**config.mk**
```make
export PLATFORM = sky130hd
export DESIGN_NAME = seven_seg_scan_ctrl_flat
export DESIGN_NICKNAME = d
export VERILOG_FILES = /design/src/rtl/seven_seg_scan_ctrl_if.sv /design/src/rtl/seven_seg_scan_ctrl.sv /design/src/flat_wrapper.sv
export SDC_FILE = /design/constraint.sdc
export NUM_CORES = 1
export LEC_CHECK = 0
export CAP_MARGIN = 15
export CELL_PAD_IN_SITES_DETAIL_PLACEMENT = 1
export CELL_PAD_IN_SITES_GLOBAL_PLACEMENT = 2
export CORE_MARGIN = 10
export CORE_UTILIZATION = 31
export DETAILED_ROUTE_END_ITERATION = 12
export GPL_TIMING_DRIVEN = 0
export PLACE_DENSITY = 0.86
export SYNTH_ARGS = -nofsm -noshare
export SYNTH_HDL_FRONTEND = slang
export SYNTH_SLANG_ARGS = --single-unit
```
**constraint.sdc**
```tcl
create_clock -name clk -period 2.1 [get_ports clk]
set_clock_uncertainty 0.15 [all_clocks]
set_input_delay 0.21 -clock clk [delete_from_list [all_inputs] [get_ports clk]]
set_output_delay 0.21 -clock clk [all_outputs]
set_load 0.01 [all_outputs]
```
**src/rtl/seven_seg_scan_ctrl_if.sv**
```systemverilog
// Display-path bundle between the value/enable source and the scan controller.
// The controller takes the slave side; whatever feeds it takes the master side.
interface seven_seg_scan_ctrl_if;
    logic       load;
    logic [3:0] A;
    logic [3:0] B;
    logic [3:0] AplusB;
    logic [3:0] AminusB;
    logic [3:0] digit_en;
    logic [3:0] anode;
    logic [3:0] digit_val;
    logic       pending;
    logic       frame_done;

    modport master (
        output load, A, B, AplusB, AminusB, digit_en,
        input  anode, digit_val, pending, frame_done
    );

    modport slave (
        input  load, A, B, AplusB, AminusB, digit_en,
        output anode, digit_val, pending, frame_done
    );
endinterface

```
**src/rtl/seven_seg_scan_ctrl.sv**
```systemverilog
// Four-digit seven-segment scan controller with frame-synchronised value shadowing.
//   state | meaning
//   BLANK | all anodes off between digits; the last clock advances idx (idx 3 -> 0 commits staging)
//   SHOW  | digit idx is driven for REFRESH_DIV clocks, lit only if digit_en[idx]
module seven_seg_scan_ctrl #(
    parameter int REFRESH_DIV  = 100000,
    parameter int BLANK_CYCLES = 2
) (
    input  logic                 clk,
    input  logic                 reset,
    seven_seg_scan_ctrl_if.slave bus
);
    localparam int SW = (REFRESH_DIV  > 1) ? $clog2(REFRESH_DIV)  : 1;
    localparam int BW = (BLANK_CYCLES > 1) ? $clog2(BLANK_CYCLES) : 1;
    localparam logic [SW-1:0] SHOW_LAST  = SW'(REFRESH_DIV - 1);
    localparam logic [BW-1:0] BLANK_LAST = BW'(BLANK_CYCLES - 1);

    typedef enum logic {BLANK, SHOW} state_t;

    state_t           state, state_n;
    logic [1:0]       idx, idx_n;
    logic [SW-1:0]    show_cnt;
    logic [BW-1:0]    blank_cnt;
    logic [3:0][3:0]  staging, shadow, shadow_n;
    logic             commit, lit, frame_n;
    logic [3:0]       anode_n, val_n;

    always_comb begin
        state_n = state;
        idx_n   = idx;
        commit  = 1'b0;
        frame_n = 1'b0;
        case (state)
            BLANK: begin
                if (blank_cnt == BLANK_LAST) begin
                    state_n = SHOW;
                    idx_n   = idx + 2'd1;
                    commit  = (idx == 2'd3);
                end
            end
            SHOW: begin
                if (show_cnt == SHOW_LAST) begin
                    state_n = BLANK;
                    frame_n = (idx == 2'd3);
                end
            end
            default: state_n = BLANK;
        endcase
        // Outputs are computed from the post-edge state so they line up with it.
        shadow_n = commit ? staging : shadow;
        lit      = (state_n == SHOW) && bus.digit_en[idx_n];
        anode_n  = lit ? ~(4'b0001 << idx_n) : 4'b1111;
        val_n    = lit ? shadow_n[idx_n] : 4'h0;
    end

    always_ff @(posedge clk) begin
        if (reset) begin
            state          <= BLANK;
            idx            <= 2'd3;
            show_cnt       <= '0;
            blank_cnt      <= '0;
            staging        <= '0;
            shadow         <= '0;
            bus.anode      <= 4'b1111;
            bus.digit_val  <= 4'h0;
            bus.pending    <= 1'b0;
            bus.frame_done <= 1'b0;
        end else begin
            state     <= state_n;
            idx       <= idx_n;
            show_cnt  <= (state == SHOW  && state_n == SHOW)  ? show_cnt  + 1'b1 : '0;
            blank_cnt <= (state == BLANK && state_n == BLANK) ? blank_cnt + 1'b1 : '0;
            shadow    <= shadow_n;
            // A load on the commit edge wins the pending flag for the following frame.
            if (bus.load) begin
                staging     <= {bus.AminusB, bus.AplusB, bus.B, bus.A};
                bus.pending <= 1'b1;
            end else if (commit) begin
                bus.pending <= 1'b0;
            end
            bus.anode      <= anode_n;
            bus.digit_val  <= val_n;
            bus.frame_done <= frame_n;
        end
    end
endmodule

```
**src/flat_wrapper.sv**
```systemverilog
// flat-port wrapper written by rule: the top's interface ports become plain ports
module seven_seg_scan_ctrl_flat 
#(
    parameter int REFRESH_DIV  = 100000,
    parameter int BLANK_CYCLES = 2
)
  (clk, reset, bus_load, bus_A, bus_B, bus_AplusB, bus_AminusB, bus_digit_en, bus_anode, bus_digit_val, bus_pending, bus_frame_done);
  seven_seg_scan_ctrl_if bus_i ();
  input  logic clk;
  input  logic reset;
  input wire logic [$bits(bus_i.load)-1:0] bus_load;
  input wire logic [$bits(bus_i.A)-1:0] bus_A;
  input wire logic [$bits(bus_i.B)-1:0] bus_B;
  input wire logic [$bits(bus_i.AplusB)-1:0] bus_AplusB;
  input wire logic [$bits(bus_i.AminusB)-1:0] bus_AminusB;
  input wire logic [$bits(bus_i.digit_en)-1:0] bus_digit_en;
  output wire logic [$bits(bus_i.anode)-1:0] bus_anode;
  output wire logic [$bits(bus_i.digit_val)-1:0] bus_digit_val;
  output wire logic [$bits(bus_i.pending)-1:0] bus_pending;
  output wire logic [$bits(bus_i.frame_done)-1:0] bus_frame_done;
  assign bus_i.load = bus_load;
  assign bus_i.A = bus_A;
  assign bus_i.B = bus_B;
  assign bus_i.AplusB = bus_AplusB;
  assign bus_i.AminusB = bus_AminusB;
  assign bus_i.digit_en = bus_digit_en;
  assign bus_anode = bus_i.anode;
  assign bus_digit_val = bus_i.digit_val;
  assign bus_pending = bus_i.pending;
  assign bus_frame_done = bus_i.frame_done;
  seven_seg_scan_ctrl #(.REFRESH_DIV(REFRESH_DIV), .BLANK_CYCLES(BLANK_CYCLES)) u_core (.clk(clk), .reset(reset), .bus(bus_i));
endmodule
```
==> results.toml, run 1 <==
[power]
vdd_drop_max_mv = 0.385
leakage_uw = 0.00127
power.density_nw_per_um2 = 905
power_uw = 2890

[critical_path]
startpoint_type = "flop"
worst-setup-path-type = "reg2reg"
crit_slowest_cell = "or4b_4"
cp_max_fo = 5
cpPeakStageDelay_ns = 0.56
cp.arrival_ns = 2.11
path_cells = "ha_4, nand3_4, or4b_4, o21ai_4, a2111oi_4, buf_4, o21a_1"
critPathRequiredTime_ns = 2.19
critPathCaptureType = "flop"

[clock_network]
cts.path.max_buffers = 2
htreeDepth = 3
clk_pin_slew_ns = 0.07
cts_sinks = 63
root_buffer = "clkbuf_8"
cts_buffers = 9
tritoncts = "done"
clkLatencyLatePin_ns = 0.34

[sta]
min_period_ns = 2.02
final.setup.tns_ns = 0
fmax_mhz = 495
relSlewSlack_pct = 64.5
tightest_slew_ns = 0.529
fin_crit_sh_pct = 96.3
rsz0062_at_grt = "false"
slew_violations = 0
holdWs_ns = 0.239
final-setup-viol-count = 0
finalHoldViolCount = 0

[floorplanning]
pin_count = 33
row_count = 32
die_area_sq_um = 11900
core_sq_um = 7730
start_util_pct = 31.9
die_w_microns = 109
die-height_microns = 109

[yosys]
syn_area_sq_um = 2460
synth_seq_cells = 63
synth_fp_nets = 276
seq_area_frac_synth_pct = 51.2
yosys_warnings = 0
yosysTopAreaCell = "dfxtp_1"
postSynthAreaPerCell_sq_um = 9.82
synth_top_area_share_pct = 51.2
ys_types = 33
syn_inst = 251
synth.area.top_cells = "dfxtp_1, mux2i_1, nor2_1"

[drt]
postRouteAntennaNets = 0
wl_per_cell_microns = 14.5
firstDrtPassIters = 4
drc = 0
routed_wl_microns = 5840
drtIter0Drc = 54
avgViaCountPerCell = 4.68
vias = 1880

[place]
place_congestion = 0.734
hpwl_microns = 4180
portBuffers = 31

[finish]
antennaDiodeCount = 0
seq_area_sq_um = 1270
nets = 321
multi_input_comb_area_sq_um = 1180
nFillCells = 885
syn2layout_area_growth_pct = 29.5
drive_above_1_share_pct = 11.3

[global_routing]
grt_pass1_vias = 1969
grt_util_all_layers_pct = 10.8
grt_overflow = 0
grt_max_degree = 11
grt_pass1_wl_microns = 10000
antenna_found_initial = 0

[run]
cap_violations = 0

[outcome]
outcome = "finished clean"

[min_path]
hold_class = "in2reg"
## state kept, by name (all words and copies together) (netlist names)
register	cells
u_core.shadow	16
u_core.show_cnt	17
u_core.bus.pending	1
u_core.idx	2
u_core.bus.frame_done	1
u_core.bus.anode	4
u_core.bus.digit_val	4
u_core.staging	16
u_core.state	1
u_core.blank_cnt	1
## power by group
| group | total (uW) | internal [uW] | switching [uW] | leakage (uW) |
|---|---|---|---|---|
| clock network | 1140 | 691 | 453 | 0.000109 |
| registers | 1290 | 1250 | 35.6 | 0.000514 |
| logic | 459 | 216 | 243 | 0.000651 |
## metal layers
metal / vias to the layer above / wire length [microns] / share of wire [%] / global-route usage (%)
met5: - / 0 / 0 / 0
li1: 951 / - / - / -
met3: 7 / 220 / 3.8 / 3.19
met4: 0 / 111 / 1.9 / 5.08
met2: 30 / 2600 / 45 / 16.4
met1: 892 / 2900 / 50 / 13.7
## Yosys cell counts (all sizes together)
cell type,n
dfxtp,63
nor2,55
mux2i,32
nand2,9
xor2,9
nor3,8
o22ai,8
a21oi,7
nand3,7
xnor2,7
buf,6
nand2b,6
nand4,5
clkbuf,4
inv,4
o21a,4
a211o,3
ha,2
nor2b,2
a2111oi,1
a31oi,1
a41oi,1
and2,1
and3,1
and4b,1
nor4,1
o21ai,1
or2,1
or4b,1
## stage by stage
| step | setup WS [ns] | util [%] | cells | cell area, sq um |
|---|---|---|---|---|
| finish | 0.0783 | 41.3 | 402 | 3190 |
| global placement | -0.156 | 37.5 | 384 | 2900 |
| global route | 0.0174 | 41.3 | 402 | 3190 |
| floorplan | 0.0967 | - | 251 | 2460 |
| CTS | 0.0274 | 40.5 | 400 | 3130 |
| detailed placement | -0.191 | 37.5 | 384 | 2900 |
## logic make-up (layout without fill, tap and decap cells)
family          after synthesis  after routing  share of synthesized area (%)
compound gates               26             26                           8.13
xor+xnor                     16             16                           5.69
mux                          32             32                           13.0
buf+inv                      14             63                           2.59
flops                        63             63                           51.2
fa+ha+maj                     2              2                           1.02
simple gates                 98             98                           18.4
## final cells by class
| class | instances | area share (%) |
|---|---|---|
| Timing Repair Buffer | 34 | 10.4 |
| Buffer | 10 | 1.69 |
| Clock buffer | 11 | 4.43 |
| Tap cell | 102 | 4.00 |
| Multi-Input combinational cell | 174 | 37.1 |
| Sequential cell | 63 | 39.7 |
| Clock inverter | 4 | 2.20 |
| Inverter | 4 | 0.471 |
## worst max-delay path: cells and delay by family (launching register included)
| kind | cells | cell delay (ns) |
|---|---|---|
| buf+inv | 1 | 0.18 |
| fa+ha+maj | 1 | 0.16 |
| simple gates | 2 | 0.66 |
| flops | 1 | 0.37 |
| compound gates | 3 | 0.40 |
## placed cells by master, fill, tap and decap left out, drive strengths merged, types with 3 or more instances in the layout
cell type | Yosys | final
a211o | 3 | 3
dfxtp | 63 | 63
nor2 | 55 | 55
nand2b | 6 | 6
buf | 6 | 8
o21a | 4 | 4
nor3 | 8 | 8
mux2i | 32 | 32
nand2 | 9 | 9
nand3 | 7 | 7
inv | 4 | 4
a21oi | 7 | 7
o22ai | 8 | 8
nand4 | 5 | 5
xnor2 | 7 | 7
clkdlybuf4s50 | 0 | 31
clkbuf | 4 | 16
xor2 | 9 | 9
## worst paths after layout
| check | from | to | slack (ns) | cells after the start |
|---|---|---|---|---|
| hold / removal | bus_load | u_core.staging[0] | 0.24 | 3 |
| setup / recovery | u_core.show_cnt[0] | u_core.bus.digit_val[0] | 0.08 | 7 |
| setup reg to reg | u_core.show_cnt[0] | u_core.bus.digit_val[0] | 0.08 | 7 |
| hold reg to reg | u_core.show_cnt[0] | u_core.show_cnt[0] | 0.31 | 1 |
## what timing repair did
item                       4_1_cts  5_1_grt
setup endpoints to repair       18       26
setup buffers                    1        2
hold buffers                     0        0
pin swaps                        2        2
gates resized for setup          3       10
(Power assumes the default switching activity.)
==> run 2: changes to the inputs <==
- CORE_UTILIZATION: 31 -> 32
- CTS_BUF_LIST: unset -> sky130_fd_sc_hd__clkbuf_8
- PLACE_DENSITY: 0.86 -> 0.88
==> run 2 against run 1 <==
- critical path type unchanged
- worst setup slack improved by 0.0075 ns
- highest routed layer unchanged
- count of clock-buffer cells in the layout fell by 2
- sequential share of layout area fell by 0.25 points
- total power rose by 4.7%
- cell area rose by 0.82%
- sequential cell count did not move
==> results.toml, run 2 (synthesis gave the netlist of run 1 again) <==
[power]
power.density_nw_per_um2 = 940
p_comb_share_pct = 15.1
switchingPower_uw = 780
leakage_uw = 0.00128
power_uw = 3020
switching_share_pct = 25.8
clkPwrFrac_pct = 42.6
internal_power_uw = 2240
vdd_drop_max_mv = 0.310
seq_power_share_pct = 42.3

[critical_path]
cpPeakStageDelay_ns = 0.52
path_cells = "ha_4, nand3_4, or4b_4, o21ai_4, a2111oi_4, buf_4, o21a_1"
crit_family = "simple AND/OR/NAND/NOR gates"
crit_slowest_cell = "or4b_4"
cp.arrival_ns = 2.10
startpoint_type = "flop"
critPathRequiredTime_ns = 2.19
reg2reg_from = "u_core.show_cnt[0]"
critPathCaptureType = "flop"
path_buf_inv = 1
worstSetupStartpoint = "u_core.show_cnt[0]"
worst-setup-path-type = "reg2reg"
cp_max_fo = 8

[finish]
drive_above_1_share_pct = 12.3
final_cell_mix = "dfxtp_1, nor2_1, mux2i_1, clkdlybuf4s50_1"
syn2layout_area_growth_pct = 30.5
largest_reg_flops = 17
nets = 321
nFillCells = 857
final_core_util_pct = 43.6
top_register = "u_core.show_cnt"
mostFrequentLayoutCell = "dfxtp_1"
stdcell_area_sq_um = 3220
top_regs = "u_core.show_cnt: 17 flops, u_core.shadow: 16 flops, u_core.staging: 16 flops"
antennaDiodeCount = 0

[min_path]
hold_class = "in2reg"
min-delay-start = "bus_load"

[clock_network]
clk_pin_slew_ns = 0.07
htreeDepth = 3
root_buffer = "clkbuf_8"
clkLatencyLatePin_ns = 0.35
tritoncts = "done"
cts.path.max_buffers = 2
cts_buffers = 9
cts_sinks = 63

[sta]
finalHoldViolCount = 0
final-setup-viol-count = 0
tightest_slew_ns = 0.508
relSlewSlack_pct = 66.2
fin_crit_sh_pct = 95.9
min_period_ns = 2.01
fmax_mhz = 496
slew_violations = 0
holdWs_ns = 0.231

[floorplanning]
die_w_microns = 108
row_count = 31
core_sq_um = 7370
die_area_sq_um = 11600
die-height_microns = 108
pin_count = 33
start_util_pct = 33.4

[global_routing]
grt_util_all_layers_pct = 10.7
grt_max_degree = 13
grt_pass1_wl_microns = 9890
grt_pass1_vias = 2042
antenna_found_initial = 0
grt_overflow = 0

[place]
portBuffers = 31
place_congestion = 0.766
dpl_cell_area_sq_um = 2900
hpwl_microns = 4230

[drt]
postRouteAntennaNets = 0
drtIter0Drc = 54
avgViaCountPerCell = 4.76
drc = 0
wl_per_cell_microns = 14.9
routed_wl_microns = 5960
firstDrtPassIters = 4
vias = 1904

[outcome]
outcome = "finished clean"

[run]
cap_violations = 0
-- run 2: worst register-to-register path, delay by kind of cell (launching register included) --
kind	cells	cell delay, ns
flip-flops	1	0.37
buffers and inverters	1	0.19
AO/OA/AOI/OAI	3	0.42
adder cells (fa/ha/maj)	1	0.16
AND/OR/NAND/NOR	2	0.62
-- run 2: power by group through the flow --
stage                     Clock, uW  Combinational, uW  Sequential [uW]
after global placement            0                416             1300
after CTS                      1310                445             1280
final                          1290                456             1280
after global routing           1370                499             1290
after floorplan                   0                283             1300
after detailed placement          0                425             1310
-- run 2: worst paths after layout --
kind                              to  slack [ns]  cells after the start
min reg2reg         u_core.blank_cnt        0.30                      1
max          u_core.bus.digit_val[3]        0.09                      7
min                u_core.staging[2]        0.23                      3
max reg2reg  u_core.bus.digit_val[3]        0.09                      7
-- run 2: through the flow --
step / std cells / TNS (ns) / setup WS, ns
after floorplan: 251 / 0 / 0.0967
after global placement: 381 / -2.42 / -0.194
after detailed placement: 381 / -2.52 / -0.193
after CTS: 399 / 0 / 0.0185
after global routing: 400 / -0.00285 / -0.00285
final: 400 / 0 / 0.0858
-- run 2: cell type report --
cell class | count | area (sq um) | area share [%]
Multi-Input combinational cell | 174 | 1180 | 36.7
Clock buffer | 9 | 124 | 3.85
Buffer | 10 | 51.3 | 1.60
Clock inverter | 7 | 120 | 3.74
Timing Repair Buffer | 34 | 333 | 10.4
Sequential cell | 63 | 1270 | 39.5
Tap cell | 99 | 124 | 3.85
Inverter | 4 | 15.0 | 0.467
-- run 2: layer usage --
layer / up-vias / track usage [%] / routed length (microns) / share of wire (%)
met4: 0 / 6.30 / 141 / 2.4
met3: 14 / 2.57 / 284 / 4.8
met5: - / 0 / 0 / 0
met2: 39 / 16.8 / 2740 / 46
li1: 955 / - / - / -
met1: 896 / 13.0 / 2790 / 47
-- run 2: repair_timing --
action                     CTS  global route
hold buffers                 0             0
resized for setup            7             6
setup endpoints to repair   18             7
cloned                       0             0
buffers inserted             2             2
pin swaps                    2             3
==> run 3: changes to the inputs <==
==> constraint.sdc (replaced) <==
create_clock -name clk -period 2.1 [get_ports clk]
set_clock_uncertainty 0.15 [all_clocks]
set_input_delay 0.42 -clock clk [delete_from_list [all_inputs] [get_ports clk]]
set_output_delay 0.42 -clock clk [all_outputs]
set_load 0.01 [all_outputs]
==> run 3 against run 2 <==
- cell area up 0.23%
- clock power about the same
- die area unchanged
- worst setup slack better by 0.010 ns
- critical endpoint unchanged
- utilization up 0.10 points
- non-clock buffer count unchanged
- via count down 0.16%
- largest cell class unchanged
- critical path type unchanged
- sequential share of layout area down 0.17 points
- register-to-register slack about the same
- routed wire length down 0.52%
- sequential power about the same
- critical path depth unchanged
==> results.toml, run 3 (synthesis gave the netlist of run 1 again) <==
[power]
power.density_nw_per_um2 = 942
power_uw = 3040
vdd_drop_max_mv = 0.310
leakage_uw = 0.00129

[clock_network]
root_buffer = "clkbuf_8"
tritoncts = "done"
clk_pin_slew_ns = 0.07
cts_sinks = 63
cts.path.max_buffers = 2
cts_buffers = 9
clkLatencyLatePin_ns = 0.35
htreeDepth = 3

[place]
place_congestion = 0.766
hpwl_microns = 4230
dpl_cell_area_sq_um = 2900
place_inst = 381
portBuffers = 31

[global_routing]
grt_max_degree = 13
top_usage_layer = "met2"
grt_pass1_vias = 2026
grt_use_met1_pct = 12.9
grt_pass1_wl_microns = 9790
grt_overflow = 0
antenna_found_initial = 0
grt_util_all_layers_pct = 10.6
use_met2_pct = 16.5
use_met3_pct = 2.57

[critical_path]
startpoint_type = "flop"
r2r_setup_slack_ns = 0.1
ff2ff_path_depth = 7
reg2reg_from = "u_core.show_cnt[0]"
cp_max_fo = 8
critPathCaptureType = "flop"
worst-setup-path-type = "reg2reg"
critPathRequiredTime_ns = 2.19
r2r-end = "u_core.bus.digit_val[3]"
cp.arrival_ns = 2.09

[drt]
avgViaCountPerCell = 4.75
vias = 1901
drtIter0Drc = 57
drc = 0
wl_per_cell_microns = 14.8
firstDrtPassIters = 4
routed_wl_microns = 5930
postRouteAntennaNets = 0

[floorplanning]
die_w_microns = 108
pin_count = 33
row_count = 31
die_area_sq_um = 11600
start_util_pct = 33.4
core_sq_um = 7370
die-height_microns = 108

[min_path]
min_to = "u_core.blank_cnt"
min_path_cells = 1
min-delay-start = "u_core.blank_cnt"
hold_class = "reg2reg"

[sta]
final-setup-viol-count = 0
relSlewSlack_pct = 65.7
min_period_ns = 2.00
fin_crit_sh_pct = 95.4
fmax_mhz = 499
tightest_slew_ns = 0.515
finalHoldViolCount = 0
slew_violations = 0
rsz0062_at_grt = "false"
final.setup.tns_ns = 0

[finish]
antennaDiodeCount = 0
instances_no_fill = 400
largest_reg_flops = 17
final_cell_mix = "dfxtp_1, nor2_1, mux2i_1, clkdlybuf4s50_1"
drive_above_1_share_pct = 12.3
syn2layout_area_growth_pct = 30.8
mostFrequentLayoutCell = "dfxtp_1"
top_register = "u_core.show_cnt"
stdcell_area_sq_um = 3220
final_core_util_pct = 43.7
top_regs = "u_core.show_cnt: 17 flops, u_core.shadow: 16 flops, u_core.staging: 16 flops"
nFillCells = 856
nets = 321

[run]
cap_violations = 0

[outcome]
outcome = "finished clean"
-- run 3: cell types whose count changed in the layout (fill, tap and decap cells not counted) --
cell | before | now
buf_4 | 5 | 6
clkbuf_1 | 4 | 3
buf_2 | 2 | 1
ha_4 | 1 | 2
clkbuf_2 | 0 | 1
ha_2 | 1 | 0
a21oi_1 | 5 | 6
a21oi_2 | 2 | 1
dfxtp_4 | 2 | 1
dfxtp_2 | 0 | 1
-- run 3: timing repair --
action                                  CTS  global route
pin swaps                                 2             3
endpoints found under the setup margin   18            26
setup buffers                             1             2
hold buffers                              0             0
resized for setup                         7             7
-- run 3: metrics by stage --
stage | hold slack, ns | setup WS, ns
3_5_place_dp | 0.292 | -0.403
3_3_place_gp | 0.284 | -0.404
2_1_floorplan | 0.267 | 0.0967
6_report | 0.298 | 0.0962
5_1_grt | 0.323 | 0.00558
4_1_cts | 0.299 | 0.00299
-- run 3: critical path, stage by stage (launching register included) --
cell and delay [ns]:
dfxtp_4 0.37, ha_4 0.16, nand3_4 0.10, or4b_4 0.52, o21ai_4 0.20, a2111oi_4 0.09, buf_4 0.18, o21a_1 0.11
-- run 3: worst max-delay path by stage --
| stage | from | end | slack [ns] |
|---|---|---|---|
| 3_5_place_dp | reset | u_core.bus.anode[3] | -0.40 |
| 2_1_floorplan | u_core.show_cnt[0] | u_core.bus.digit_val[0] | 0.1 |
| 6_report | u_core.show_cnt[0] | u_core.bus.digit_val[3] | 0.1 |
| 3_3_place_gp | reset | u_core.bus.digit_val[3] | -0.40 |
| 4_1_cts | u_core.show_cnt[0] | u_core.bus.digit_val[3] | 0.003 |
| 5_1_grt | u_core.show_cnt[0] | u_core.bus.digit_val[3] | 0.006 |
-- run 3: layout make-up --
type	count	area (sq um)	area share, %
plain buffers	10	55.1	1.71
clock buffers	9	124	3.84
clock inverters	7	120	3.73
inverters	4	15.0	0.466
multi-input cells	174	1190	36.8
flip-flops and latches	63	1270	39.3
well taps	99	124	3.84
repair buffers	34	333	10.3
-- run 3: power by group --
part	internal, uW	total (uW)	switching (uW)	leakage [uW]
clock network	792	1290	499	0.000120
registers	1250	1280	34.6	0.000514
logic	215	464	249	0.000653
-- run 3: metal layers --
layer / share of wire (%) / vias to the layer above
met5: 0 / -
met4: 2.4 / 0
met3: 4.9 / 14
met2: 47 / 38
met1: 46 / 894
li1: - / 955
